[src/rtl/spw_tx_arbiter_if.sv]
// Bundled requester, tx FIFO and status signals of the SpaceWire tx arbiter.
// master = requesters/FIFO side, slave = the arbiter.
interface spw_tx_arbiter_if;
  logic       req0Req;
  logic       req0WriteEnable;
  logic [8:0] req0DataIn;
  logic       req0Full;
  logic       req1Req;
  logic       req1WriteEnable;
  logic [8:0] req1DataIn;
  logic       req1Full;
  logic       txWriteEnable;
  logic [8:0] txDataIn;
  logic       txFull;
  logic [1:0] grant;
  logic       protocolError;
  logic       watchdogTrip;

  modport master (
    output req0Req, req0WriteEnable, req0DataIn, req1Req, req1WriteEnable, req1DataIn, txFull,
    input  req0Full, req1Full, txWriteEnable, txDataIn, grant, protocolError, watchdogTrip
  );

  modport slave (
    input  req0Req, req0WriteEnable, req0DataIn, req1Req, req1WriteEnable, req1DataIn, txFull,
    output req0Full, req1Full, txWriteEnable, txDataIn, grant, protocolError, watchdogTrip
  );
endinterface

[src/rtl/spw_tx_arbiter.sv]
// Two-requester packet arbiter in front of a SpaceWire tx FIFO; whole packets, round-robin on contention.
// Optional packet-length watchdog with EEP abort is built when SPW_TX_ARB_WATCHDOG_EN is defined.
//
// state | meaning
// IDLE  | no owner; picks the next requester (the one other than last_grant on a tie)
// OWN0  | requester 0 streams characters straight through to the tx FIFO
// OWN1  | requester 1 streams characters straight through to the tx FIFO
// ABORT | (watchdog build) writes a single EEP for the over-length packet, then IDLE
module spw_tx_arbiter #(
  parameter int unsigned MAX_PKT_LEN = 4096
) (
  input logic            clk,
  input logic            rst,
  spw_tx_arbiter_if.slave bus
);

  if (MAX_PKT_LEN < 1 || MAX_PKT_LEN > 65535) begin : g_bad_len
    $error("MAX_PKT_LEN must be within 1..65535");
  end

`ifdef SPW_TX_ARB_WATCHDOG_EN
  typedef enum logic [1:0] {IDLE = 2'd0, OWN0 = 2'd1, OWN1 = 2'd2, ABORT = 2'd3} state_t;
`else
  typedef enum logic [1:0] {IDLE = 2'd0, OWN0 = 2'd1, OWN1 = 2'd2} state_t;
`endif

  state_t     state, state_nxt;
  logic       last_grant, last_grant_nxt;
  logic [1:0] grant_q, grant_nxt;
  logic       perr_q, perr_nxt;
  logic [1:0] discard;
  logic [1:0] pend, owner, full, we;
  logic       own_idx, own_we, acc;
  logic [8:0] own_data;
  logic       tx_we;
  logic [8:0] tx_data;

`ifdef SPW_TX_ARB_WATCHDOG_EN
  localparam int unsigned CNT_W = $clog2(MAX_PKT_LEN + 1);
  localparam logic [CNT_W-1:0] CNT_MAX = CNT_W'(MAX_PKT_LEN);

  logic [CNT_W-1:0] cnt, cnt_nxt;
  logic [1:0]       discard_nxt, eop;
  logic             trip_q, trip_nxt;
  logic             abort_idx, abort_idx_nxt;

  assign eop = {bus.req1DataIn[8], bus.req0DataIn[8]};
`else
  assign discard = 2'b00;
`endif

  assign we = {bus.req1WriteEnable, bus.req0WriteEnable};

  always_comb begin
    state_nxt      = state;
    last_grant_nxt = last_grant;
    perr_nxt       = perr_q;
    tx_we          = 1'b0;
    tx_data        = '0;
    full           = ~discard;
    owner          = 2'b00;
    pend           = {bus.req1Req, bus.req0Req} & ~discard;
    own_idx        = (state == OWN1);
    own_we         = own_idx ? bus.req1WriteEnable : bus.req0WriteEnable;
    own_data       = own_idx ? bus.req1DataIn : bus.req0DataIn;
    acc            = own_we & ~bus.txFull;
`ifdef SPW_TX_ARB_WATCHDOG_EN
    cnt_nxt        = cnt;
    discard_nxt    = discard;
    trip_nxt       = 1'b0;
    abort_idx_nxt  = abort_idx;
`endif

    case (state)
      IDLE: begin
`ifdef SPW_TX_ARB_WATCHDOG_EN
        cnt_nxt = '0;
`endif
        if (&pend)
          state_nxt = last_grant ? OWN0 : OWN1;
        else if (pend[0])
          state_nxt = OWN0;
        else if (pend[1])
          state_nxt = OWN1;
      end
      OWN0, OWN1: begin
        owner[own_idx] = 1'b1;
        full[own_idx]  = bus.txFull;
        tx_data        = own_data;
        tx_we          = acc;
        if (acc && own_data[8]) begin
          state_nxt      = IDLE;
          last_grant_nxt = own_idx;
        end
`ifdef SPW_TX_ARB_WATCHDOG_EN
        // The character that would exceed the limit is swallowed, not forwarded.
        if (acc && !own_data[8] && cnt == CNT_MAX) begin
          tx_we                = 1'b0;
          state_nxt            = ABORT;
          trip_nxt             = 1'b1;
          discard_nxt[own_idx] = 1'b1;
          abort_idx_nxt        = own_idx;
        end else if (acc && !own_data[8]) begin
          cnt_nxt = cnt + CNT_W'(1);
        end
`endif
      end
`ifdef SPW_TX_ARB_WATCHDOG_EN
      ABORT: begin
        full    = 2'b11;
        tx_data = 9'h101;
        tx_we   = ~bus.txFull;
        cnt_nxt = '0;
        if (!bus.txFull) begin
          state_nxt      = IDLE;
          last_grant_nxt = abort_idx;
        end
      end
`endif
      default: state_nxt = IDLE;
    endcase

    for (int i = 0; i < 2; i++) begin
      if (we[i] && !discard[i] && !owner[i])
        perr_nxt = 1'b1;
`ifdef SPW_TX_ARB_WATCHDOG_EN
      if (we[i] && discard[i] && eop[i])
        discard_nxt[i] = 1'b0;
`endif
    end
  end

  // grant is registered from the next state so it lines up with the state register.
  always_comb begin
    grant_nxt = 2'b00;
    case (state_nxt)
      OWN0:    grant_nxt = 2'b01;
      OWN1:    grant_nxt = 2'b10;
`ifdef SPW_TX_ARB_WATCHDOG_EN
      ABORT:   grant_nxt = abort_idx_nxt ? 2'b10 : 2'b01;
`endif
      default: grant_nxt = 2'b00;
    endcase
  end

  always_ff @(posedge clk or negedge rst) begin
    if (!rst) begin
      state      <= IDLE;
      last_grant <= 1'b1;
      grant_q    <= 2'b00;
      perr_q     <= 1'b0;
    end else begin
      state      <= state_nxt;
      last_grant <= last_grant_nxt;
      grant_q    <= grant_nxt;
      perr_q     <= perr_nxt;
    end
  end

`ifdef SPW_TX_ARB_WATCHDOG_EN
  always_ff @(posedge clk or negedge rst) begin
    if (!rst) begin
      cnt       <= '0;
      discard   <= 2'b00;
      trip_q    <= 1'b0;
      abort_idx <= 1'b0;
    end else begin
      cnt       <= cnt_nxt;
      discard   <= discard_nxt;
      trip_q    <= trip_nxt;
      abort_idx <= abort_idx_nxt;
    end
  end

  assign bus.watchdogTrip = trip_q;
`else
  assign bus.watchdogTrip = 1'b0;
`endif

  assign bus.txWriteEnable = tx_we;
  assign bus.txDataIn      = tx_data;
  assign bus.req0Full      = full[0];
  assign bus.req1Full      = full[1];
  assign bus.grant         = grant_q;
  assign bus.protocolError = perr_q;

endmodule

[src/flat_wrapper.sv]
// flat-port wrapper written by rule: the top's interface ports become plain ports
module spw_tx_arbiter_flat 
#(
  parameter int unsigned MAX_PKT_LEN = 4096
)
  (clk, rst, bus_req0Req, bus_req0WriteEnable, bus_req0DataIn, bus_req1Req, bus_req1WriteEnable, bus_req1DataIn, bus_txFull, bus_req0Full, bus_req1Full, bus_txWriteEnable, bus_txDataIn, bus_grant, bus_protocolError, bus_watchdogTrip);
  spw_tx_arbiter_if bus_i ();
  input logic clk;
  input logic rst;
  input wire logic [$bits(bus_i.req0Req)-1:0] bus_req0Req;
  input wire logic [$bits(bus_i.req0WriteEnable)-1:0] bus_req0WriteEnable;
  input wire logic [$bits(bus_i.req0DataIn)-1:0] bus_req0DataIn;
  input wire logic [$bits(bus_i.req1Req)-1:0] bus_req1Req;
  input wire logic [$bits(bus_i.req1WriteEnable)-1:0] bus_req1WriteEnable;
  input wire logic [$bits(bus_i.req1DataIn)-1:0] bus_req1DataIn;
  input wire logic [$bits(bus_i.txFull)-1:0] bus_txFull;
  output wire logic [$bits(bus_i.req0Full)-1:0] bus_req0Full;
  output wire logic [$bits(bus_i.req1Full)-1:0] bus_req1Full;
  output wire logic [$bits(bus_i.txWriteEnable)-1:0] bus_txWriteEnable;
  output wire logic [$bits(bus_i.txDataIn)-1:0] bus_txDataIn;
  output wire logic [$bits(bus_i.grant)-1:0] bus_grant;
  output wire logic [$bits(bus_i.protocolError)-1:0] bus_protocolError;
  output wire logic [$bits(bus_i.watchdogTrip)-1:0] bus_watchdogTrip;
  assign bus_i.req0Req = bus_req0Req;
  assign bus_i.req0WriteEnable = bus_req0WriteEnable;
  assign bus_i.req0DataIn = bus_req0DataIn;
  assign bus_i.req1Req = bus_req1Req;
  assign bus_i.req1WriteEnable = bus_req1WriteEnable;
  assign bus_i.req1DataIn = bus_req1DataIn;
  assign bus_i.txFull = bus_txFull;
  assign bus_req0Full = bus_i.req0Full;
  assign bus_req1Full = bus_i.req1Full;
  assign bus_txWriteEnable = bus_i.txWriteEnable;
  assign bus_txDataIn = bus_i.txDataIn;
  assign bus_grant = bus_i.grant;
  assign bus_protocolError = bus_i.protocolError;
  assign bus_watchdogTrip = bus_i.watchdogTrip;
  spw_tx_arbiter #(.MAX_PKT_LEN(MAX_PKT_LEN)) u_core (.clk(clk), .rst(rst), .bus(bus_i));
endmodule
[config.mk]
export PLATFORM = sky130hd
export DESIGN_NAME = spw_tx_arbiter_flat
export DESIGN_NICKNAME = d
export VERILOG_FILES = /design/src/rtl/spw_tx_arbiter_if.sv /design/src/rtl/spw_tx_arbiter.sv /design/src/flat_wrapper.sv
export SDC_FILE = /design/constraint.sdc
export NUM_CORES = 1
export LEC_CHECK = 0
export ABC_AREA = 1
export CORE_MARGIN = 3
export CORE_UTILIZATION = 35
export CTS_CLUSTER_DIAMETER = 150
export DETAILED_ROUTE_END_ITERATION = 8
export GPL_ROUTABILITY_DRIVEN = 0
export PLACE_DENSITY = 0.85
export SLEW_MARGIN = 20
export SYNTH_ARGS = -nofsm -noshare
export SYNTH_HDL_FRONTEND = slang
export SYNTH_SLANG_ARGS = --single-unit
[constraint.sdc]
create_clock -name clk -period 2 [get_ports clk]
set_input_delay 0.3 -clock clk [delete_from_list [all_inputs] [get_ports clk]]
set_output_delay 0.3 -clock clk [all_outputs]
set_load 0.005 [all_outputs]
# After elaboration in Yosys (flattened, before gate mapping)

Cells that the tools add are included.

Register bits: 6
Input bits: 25
Output and inout port bits: 16

Magnitude comparators: 2
Equal/unequal tests: 4
Mux-type cells: 17
Bitwise operators: 4
Reduce and logical (&&, ||, !) cells: 11

Operator list:

| cell                 | count |
|---|---|
| $mux W9              | 2 |
| $mux W2              | 7 |
| $pmux W2 S2          | 2 |
| $mux W1              | 5 |
| $eq A2 B1 Y1 const B | 2 |
| $eq A2 B2 Y1 const B | 2 |
| $logic_and A1 B1 Y1  | 4 |
| $reduce_and A2 Y1    | 2 |
| $logic_not A1 Y1     | 2 |
| $logic_not A2 Y1     | 1 |
| $lt A1 B2 Y1 const B | 1 |
| $not A2 Y2           | 1 |
| $or A2 B2 Y2         | 1 |
| $reduce_bool A2 Y1   | 1 |
| $reduce_or A2 Y1     | 1 |
| $and A1 B1 Y1        | 1 |
| $demux W1 S1         | 1 |
| $ge A1 B1 Y1 const B | 1 |
| $not A1 Y1           | 1 |

# Longest topological paths before layout

Gate-level depths: netlist of the first run.

Word-level depth: 10
Gate-level depth with buffers: 10

# Least setup slack after synthesis of the first run

No wires, ideal clock.

Path type: register to output
Start point: register u_core.state[0]
End point: output bus_txDataIn[0]
Data arrival time: 1.115 ns
Path slack: 0.585 ns
Cell stages (with the launch flop): 6
Buffers on the path: 1
Cells stage by stage: dfrtp_1 inv_1 ha_1 clkbuf_2 o21ai_0 nor2_1

Word-level cells in the longest chain between the ends: 3

Ends and longest elaborated chain:

| element                                             | line                                       | text |
|---|---|---|
| start, declared                                     | spw_tx_arbiter.sv:27                       | `state_t state, state_nxt;` |
| start signal, assigned                              | spw_tx_arbiter.sv:153                      | `state <= state_nxt;` |
| $eq A2 B2 Y1 / $eq A2 B1 Y1 (equally long branches) | spw_tx_arbiter.sv:63, spw_tx_arbiter.sv:74 |  |
| $mux W9 / $reduce_or A2 Y1 (equally long branches)  | spw_tx_arbiter.sv:65, spw_tx_arbiter.sv:74 |  |
| $mux W9 *                                           | spw_tx_arbiter.sv:74                       | `case (state)` |
| end, declared                                       | flat_wrapper.sv:20                         | `output wire logic [$bits(bus_i.txDataIn)-1:0] bus_txDataIn;` |

Every way passes the cells marked *; elsewhere a longest branch is shown, timed or not.

# Worst setup path in the final report of the first run

Start point: register u_core.state[1]
End point: output bus_req0Full

Word-level cells in the longest chain between the ends: 8

Ends and longest elaborated chain:

| element                                                                   | line                                       | text |
|---|---|---|
| $eq A2 B2 Y1                                                              | spw_tx_arbiter.sv:63, spw_tx_arbiter.sv:74 |  |
| $lt A1 B2 Y1 (not written as such) / $ge A1 B1 Y1 (equally long branches) | spw_tx_arbiter.sv:88                       | `full[own_idx] = bus.txFull;` |
| $logic_and A1 B1 Y1 (not written as such)                                 | spw_tx_arbiter.sv:88                       |  |
| $mux W1 (not written as such)                                             | spw_tx_arbiter.sv:88                       |  |
| $demux W1 S1                                                              | n/a                                        |  |
| $not A2 Y2 (no line)                                                      | n/a                                        |  |
| $or A2 B2 Y2 (no line)                                                    | n/a                                        |  |
| $mux W2 *                                                                 | spw_tx_arbiter.sv:74                       |  |
| end, declared                                                             | flat_wrapper.sv:17                         | `output wire logic [$bits(bus_i.req0Full)-1:0] bus_req0Full;` |

Marked as above.

==> metrics.txt, run 1 <==
# TYPE chip_impl_metric gauge
chip_impl_metric{name="synth_cells",unit=""} 85
chip_impl_info{name="worstSetupEndpointType",value="output pin"} 1
chip_impl_metric{name="antenna_found_initial",unit=""} 0
chip_impl_metric{name="drt_wl_total",unit="um"} 1690
chip_impl_metric{name="critPathBufInv",unit=""} 2
chip_impl_metric{name="nets",unit=""} 157
chip_impl_info{name="path_delay_family",value="buffers and inverters"} 1
chip_impl_info{name="slowest_stage",value="sky130_fd_sc_hd__clkdlybuf4s50_1"} 1
chip_impl_metric{name="io_pins",unit=""} 41
chip_impl_metric{name="detailedRoute.firstPassIterationCount",unit=""} 4
chip_impl_metric{name="mappedNetlistNets",unit=""} 115
chip_impl_info{name="status",value="finished clean"} 1
chip_impl_metric{name="post_placement_cell_count",unit=""} 137
chip_impl_metric{name="final-instance-count-excl-fill",unit=""} 141
chip_impl_metric{name="vdd_drop_max",unit="uV"} 911
chip_impl_metric{name="clock_tree.buffer_depth",unit=""} 2
chip_impl_info{name="layout.cells.most_common_list",value="29 x sky130_fd_sc_hd__clkdlybuf4s50_1, 19 x sky130_fd_sc_hd__nor2_1, 16 x sky130_fd_sc_hd__nand2_1"} 1
chip_impl_metric{name="hpwlAfterDp",unit="um"} 1430
chip_impl_metric{name="drt-initial-drc-count",unit=""} 4
chip_impl_metric{name="synth-seq-area-share",unit="%"} 27.7
chip_impl_metric{name="wl_per_cell",unit="um"} 12.0
chip_impl_metric{name="number_of_global_route_vias_before_repair",unit=""} 660
chip_impl_metric{name="synthToLayoutAreaGrowth",unit="%"} 79.6
chip_impl_metric{name="synth.lib_cells_used.distinct",unit=""} 17
chip_impl_metric{name="globalRoute.totalOverflow",unit=""} 0
chip_impl_metric{name="crit_path_max_fanout",unit=""} 12
chip_impl_metric{name="max_cap_viol_count",unit=""} 0
chip_impl_metric{name="detail_routed_via_count_per_cell",unit=""} 4.82
chip_impl_metric{name="synth.yosys.warnings",unit=""} 0
chip_impl_metric{name="p_leak",unit="nW"} 0.504
chip_impl_metric{name="share_of_layout_cells_above_drive_strength_1",unit="%"} 13.5
chip_impl_info{name="path_cells",value="inv_2 -> ha_4 -> nand2_1 -> clkdlybuf4s50_1"} 1
chip_impl_info{name="cp-start-kind",value="register"} 1
chip_impl_metric{name="placementRows",unit=""} 13
chip_impl_metric{name="overall_track_demand_over_capacity_in_global_routing",unit="%"} 18.4
chip_impl_metric{name="antenna_violating_nets_post_route",unit=""} 0
chip_impl_metric{name="worst_setup_hold_path_clk_slew",unit="ps"} 50
chip_impl_metric{name="die_height",unit="um"} 45.5
chip_impl_info{name="most_common_cell_after_layout_fill_and_taps_aside",value="sky130_fd_sc_hd__clkdlybuf4s50_1"} 1
chip_impl_metric{name="insertion_delay",unit="ps"} 240
chip_impl_metric{name="pin_count_of_the_biggest_net_entering_global_routing",unit=""} 13
chip_impl_metric{name="critPathMaxStageDelay",unit="ps"} 500
chip_impl_metric{name="cts_made_buffers",unit=""} 3
chip_impl_metric{name="timing.final.setup_violations",unit=""} 0
chip_impl_metric{name="critPathRequiredTime",unit="ps"} 1700
chip_impl_info{name="clock_tree_from_tritoncts",value="built"} 1
chip_impl_metric{name="finClkSkew",unit="ps"} 5.33
chip_impl_metric{name="drt_drc_violations_left",unit=""} 0
chip_impl_metric{name="worst-endpoint-arrival",unit="ps"} 1590
chip_impl_metric{name="starting_density_of_the_core",unit="%"} 39.5
chip_impl_metric{name="slew_violations",unit=""} 0
chip_impl_metric{name="clock_tree.htree_level_count",unit=""} 1
chip_impl_metric{name="clock-sinks",unit=""} 6
chip_impl_metric{name="power.density_cell_area",unit="nW/um^2"} 1190
chip_impl_info{name="path_class",value="register to output pin"} 1
chip_impl_metric{name="timing.setup.tns",unit="ps"} 0
chip_impl_metric{name="layout_worst_path_cycle_share",unit="%"} 94.6
chip_impl_metric{name="first_pass_grt_wire_length",unit="um"} 2750
chip_impl_metric{name="syn-cell-area",unit="sq um"} 547
chip_impl_metric{name="achievable_clock_frequency",unit="GHz"} 0.529
chip_impl_info{name="rsz0062_at_grt",value="no"} 1
chip_impl_info{name="min-delay-path-class",value="input port to asynchronous set/reset pin"} 1
chip_impl_metric{name="levels_on_crit_path",unit=""} 4
chip_impl_metric{name="hold_viol_final",unit=""} 0
chip_impl_info{name="ctsRootBufferMaster",value="sky130_fd_sc_hd__clkbuf_4"} 1
chip_impl_metric{name="dieArea",unit="sq um"} 2070
chip_impl_metric{name="reg2reg_setup_slack",unit="ps"} 570
chip_impl_metric{name="fin_crit",unit="ps"} 1890
chip_impl_metric{name="portBuffers",unit=""} 39
chip_impl_metric{name="synth-seq-cells",unit=""} 6
chip_impl_metric{name="fp.dieW",unit="um"} 45.5
chip_impl_metric{name="fp.coreArea",unit="sq um"} 1380
chip_impl_metric{name="reg2reg_path_depth",unit=""} 9
chip_impl_metric{name="routed_via_count",unit=""} 680
chip_impl_metric{name="postSynthAreaPerCell",unit="sq um"} 6.43
chip_impl_metric{name="antennaDiodeCount",unit=""} 0
==> stage by stage <==
step           util [%]  setup WS, ps  cell area [sq um]  total power, mW  hold WS [ps]
2_1_floorplan         -           585                547            0.654          4.41
3_3_place_gp       68.0         -5.61                940             1.04           476
3_5_place_dp       68.0         -72.8                940             1.07           483
4_1_cts            71.0          92.8                982             1.19           287
5_1_grt            71.0          41.9                982             1.31           292
6_report           71.0           108                982             1.17           286
==> synthesized netlist by cell type, drive strengths merged <==
library cell | number | area share [%]
ha | 5 | 11
dfstp | 1 | 4.8
nor2 | 20 | 15
conb | 1 | 0.69
dfrtp | 5 | 23
clkbuf | 1 | 0.91
a21oi | 2 | 1.8
nand2 | 18 | 13
o21ai | 13 | 13
nand3 | 3 | 2.7
inv | 14 | 9.6
buf | 2 | 3.4
==> layer usage <==
metal,routed length [um],vias up,share of wire (%),global-route usage [%]
met2,749,41,44,32.6
met5,0,-,0,0
met3,265,2,16,4.74
met1,655,297,39,19.9
li1,-,340,-,-
met4,18,0,1.1,8.77
==> report_power, final <==
group	switching [mW]	total [mW]	internal, mW
Combinational	0.424	0.838	0.414
Sequential	0.0343	0.209	0.175
Clock	0.0435	0.119	0.0756
Total	0.502	1.17	0.664
==> cell type report <==
| type | count | area, sq um |
|---|---|---|
| well taps | 15 | 18.8 |
| fillers | 119 | 400 |
| flip-flops and latches | 6 | 153 |
| repair buffers | 40 | 385 |
| clock buffers | 4 | 26.3 |
| multi-input cells | 62 | 344 |
| inverters | 14 | 55.1 |
==> worst reg2reg max path: cells and delay by family (launching register included) <==
family | cells | cell delay, ps
and+or+nand+nor | 8 | 670
DFF | 1 | 440
adders and majority gates | 1 | 220
==> state kept, by name, summed over array words and instances, names as in the netlist <==
register	flops
u_core.state	2
u_core.bus.grant	2
u_core.bus.protocolError	1
u_core.last_grant	1
==> cell families (layout without fill, tap and decap cells) <==
family                     Yosys count  after routing  share of synthesized area, %
and+or+nand+nor                     41             41                          31.1
buffers and inverters               17             58                          14.0
AOI/OAI and AO/OA                   15             15                          15.1
DFF                                  6              6                          27.7
adders and majority gates            5              5                          11.4
other                                1              1                         0.686
==> final timing paths <==
path / start / to
min reg2reg: u_core.last_grant$_DFFE_PN1P_ / u_core.last_grant$_DFFE_PN1P_
max in group asynchronous: rst / u_core.last_grant$_DFFE_PN1P_
max reg2reg: u_core.state[1]$_DFF_PN0_ / u_core.bus.grant[0]$_DFF_PN0_
min in group clk: u_core.last_grant$_DFFE_PN1P_ / u_core.last_grant$_DFFE_PN1P_
max: u_core.state[1]$_DFF_PN0_ / bus_req0Full
min: rst / u_core.bus.grant[1]$_DFF_PN0_
==> what timing repair did <==
action                     4_1_cts  5_1_grt
setup buffers                    0        0
gates resized for setup         19        0
hold buffers                     0        0
setup endpoints to repair       11        0
No activity file was read; power rests on OpenSTA's default activity.
==> run 2, diff against run 1 <==
CORE_UTILIZATION = 30   (was 35)
GPL_ROUTABILITY_DRIVEN = not set   (was 0)
PLACE_DENSITY = 0.77   (was 0.85)
clock period = 1.7 ns   (was 2 ns; I/O delays follow)
==> run 2 against run 1 <==
  * Cell area up 23%
  * Routed wire length grew 23%
  * Via count up 13%
  * Utilization up 3.8 points
  * Sequential share of layout area decreased by 3.0 points
  * Combinational power increased by 96%
  * Highest routed layer unchanged
==> metrics.txt, run 2 (same netlist as run 1, synthesis figures left out) <==
# TYPE chip_impl_metric gauge
chip_impl_metric{name="first_pass_grt_wire_length",unit="um"} 3370
chip_impl_metric{name="p_leak",unit="nW"} 0.603
chip_impl_metric{name="power.density_cell_area",unit="nW/um^2"} 1670
chip_impl_metric{name="insertion_delay",unit="ps"} 250
chip_impl_metric{name="hpwlAfterDp",unit="um"} 1330
chip_impl_info{name="path_class",value="register to output pin"} 1
chip_impl_metric{name="layout_worst_path_cycle_share",unit="%"} 98.6
chip_impl_metric{name="placementRows",unit=""} 14
chip_impl_metric{name="n_fill_cell",unit=""} 132
chip_impl_metric{name="detail_routed_via_count_per_cell",unit=""} 4.47
chip_impl_metric{name="synthToLayoutAreaGrowth",unit="%"} 121
chip_impl_metric{name="portBuffers",unit=""} 39
chip_impl_metric{name="routed_via_count",unit=""} 765
chip_impl_metric{name="total_power",unit="mW"} 2.01
chip_impl_metric{name="seqCellArea",unit="sq um"} 151
chip_impl_metric{name="achievable_clock_frequency",unit="GHz"} 0.596
chip_impl_metric{name="globalRoute.totalOverflow",unit=""} 0
chip_impl_metric{name="dieArea",unit="sq um"} 2370
chip_impl_metric{name="clock_tree.buffer_depth",unit=""} 2
chip_impl_metric{name="starting_density_of_the_core",unit="%"} 33.9
chip_impl_info{name="status",value="finished clean"} 1
chip_impl_metric{name="pin_count_of_the_biggest_net_entering_global_routing",unit=""} 10
chip_impl_metric{name="cts_made_buffers",unit=""} 3
chip_impl_metric{name="drt_drc_violations_left",unit=""} 0
chip_impl_metric{name="clock_tree.htree_level_count",unit=""} 1
chip_impl_metric{name="fp.coreArea",unit="sq um"} 1610
chip_impl_metric{name="fp.dieW",unit="um"} 48.7
chip_impl_info{name="cp-start-kind",value="register"} 1
chip_impl_metric{name="share_of_layout_cells_above_drive_strength_1",unit="%"} 42.2
chip_impl_metric{name="final_core_occ",unit="%"} 74.8
chip_impl_info{name="ctsRootBufferMaster",value="sky130_fd_sc_hd__clkbuf_4"} 1
chip_impl_metric{name="finClkSkew",unit="ps"} 9.56
chip_impl_metric{name="number_of_global_route_vias_before_repair",unit=""} 788
chip_impl_metric{name="die_height",unit="um"} 48.7
chip_impl_metric{name="nets",unit=""} 178
chip_impl_metric{name="clock-sinks",unit=""} 6
chip_impl_info{name="rsz0062_at_grt",value="yes"} 1
chip_impl_metric{name="vdd_drop_max",unit="uV"} 1130
chip_impl_metric{name="worst-endpoint-arrival",unit="ps"} 1420
chip_impl_metric{name="slew_violations",unit=""} 0
chip_impl_info{name="most_common_cell_after_layout_fill_and_taps_aside",value="sky130_fd_sc_hd__clkdlybuf4s50_1"} 1
chip_impl_metric{name="max_cap_viol_count",unit=""} 0
chip_impl_metric{name="timing.final.setup_violations",unit=""} 0
chip_impl_info{name="clock_tree_from_tritoncts",value="built"} 1
chip_impl_metric{name="wl_per_cell",unit="um"} 12.1
chip_impl_metric{name="antennaDiodeCount",unit=""} 0
chip_impl_metric{name="post-route-worst-setup-slack",unit="ps"} 23.1
chip_impl_metric{name="worst_setup_hold_path_clk_slew",unit="ps"} 50
chip_impl_metric{name="pre_cts_slack",unit="ps"} -224
chip_impl_metric{name="drt_wl_total",unit="um"} 2070
chip_impl_metric{name="detailedRoute.firstPassIterationCount",unit=""} 4
chip_impl_metric{name="antenna_found_initial",unit=""} 0
chip_impl_metric{name="drt-initial-drc-count",unit=""} 9
chip_impl_metric{name="io_pins",unit=""} 41
chip_impl_info{name="min-delay-path-class",value="input port to asynchronous set/reset pin"} 1
chip_impl_metric{name="crit_path_max_fanout",unit=""} 7
chip_impl_metric{name="antenna_violating_nets_post_route",unit=""} 0
chip_impl_metric{name="multiInputGateArea",unit="sq um"} 403
chip_impl_info{name="layout.cells.most_common_list",value="27 x sky130_fd_sc_hd__clkdlybuf4s50_1, 18 x sky130_fd_sc_hd__nor2_1, 15 x sky130_fd_sc_hd__buf_4"} 1
chip_impl_metric{name="critPathRequiredTime",unit="ps"} 1440
chip_impl_metric{name="final_replace_weighted_congestion",unit=""} 0.746
chip_impl_metric{name="fin_crit",unit="ps"} 1680
chip_impl_metric{name="overall_track_demand_over_capacity_in_global_routing",unit="%"} 17.9
chip_impl_metric{name="hold_viol_final",unit=""} 0
chip_impl_info{name="worstSetupEndpointType",value="output pin"} 1
## run 2: worst max-delay path: stages, from the launching register on
cell and delay (ps):
sky130_fd_sc_hd__dfrtp_1 390, sky130_fd_sc_hd__inv_2 130, sky130_fd_sc_hd__ha_4 220, sky130_fd_sc_hd__nand2_2 70, sky130_fd_sc_hd__o21ai_2 80, sky130_fd_sc_hd__inv_2 70
sky130_fd_sc_hd__nor2_4 90, sky130_fd_sc_hd__buf_2 130
## run 2: power by group
part / total [mW] / internal [mW] / switching [mW]
Combinational: 1.64 / 0.894 / 0.744
Sequential: 0.233 / 0.204 / 0.0292
Clock: 0.140 / 0.0889 / 0.0512
Total: 2.01 / 1.19 / 0.825
## run 2: final timing paths
kind / endpoint / startpoint / slack, ps / cells after the start
max: bus_txDataIn[8] / u_core.state[0]$_DFF_PN0_ / 20 / 7
min: u_core.bus.grant[0]$_DFF_PN0_ / rst / 240 / 1
max reg2reg: u_core.bus.grant[1]$_DFF_PN0_ / u_core.state[0]$_DFF_PN0_ / 80 / 11
min reg2reg: u_core.last_grant$_DFFE_PN1P_ / u_core.last_grant$_DFFE_PN1P_ / 490 / 2
max in group asynchronous: u_core.last_grant$_DFFE_PN1P_ / rst / 1190 / 1
min in group clk: u_core.last_grant$_DFFE_PN1P_ / u_core.last_grant$_DFFE_PN1P_ / 490 / 2
## run 2: what timing repair did
action,CTS,global route
endpoints found under the hold margin,0,0
setup buffers,8,3
gates resized for setup,70,14
setup endpoints to repair,12,13
hold buffers,0,0
pin swaps,11,9
## run 2: routing by layer
layer / routed length [um] / vias to the layer above / track usage (%) / share of wire, %
met5: 0 / - / 0 / 0
met4: 14 / 0 / 7.11 / 0.68
met3: 160 / 2 / 5.21 / 7.7
met2: 997 / 38 / 31.0 / 48
met1: 896 / 346 / 20.5 / 43
li1: - / 379 / - / -
## run 2: through the flow
stage	cell area, sq um	instances	hold slack [ps]	TNS [ps]
floorplan	547	85	-40.6	0
global placement	1030	157	477	-1270
detailed placement	1030	157	490	-1930
CTS	1170	168	238	-34.1
global route	1210	171	232	-275
finish	1210	171	235	0
## run 2: cell type report
class                           count  share of cell area, %
Clock buffer                        4                   2.18
Inverter                           14                   4.56
Multi-Input combinational cell     62                   33.4
Sequential cell                     6                   12.6
Tap cell                           24                   2.49
Timing Repair Buffer               61                   44.8
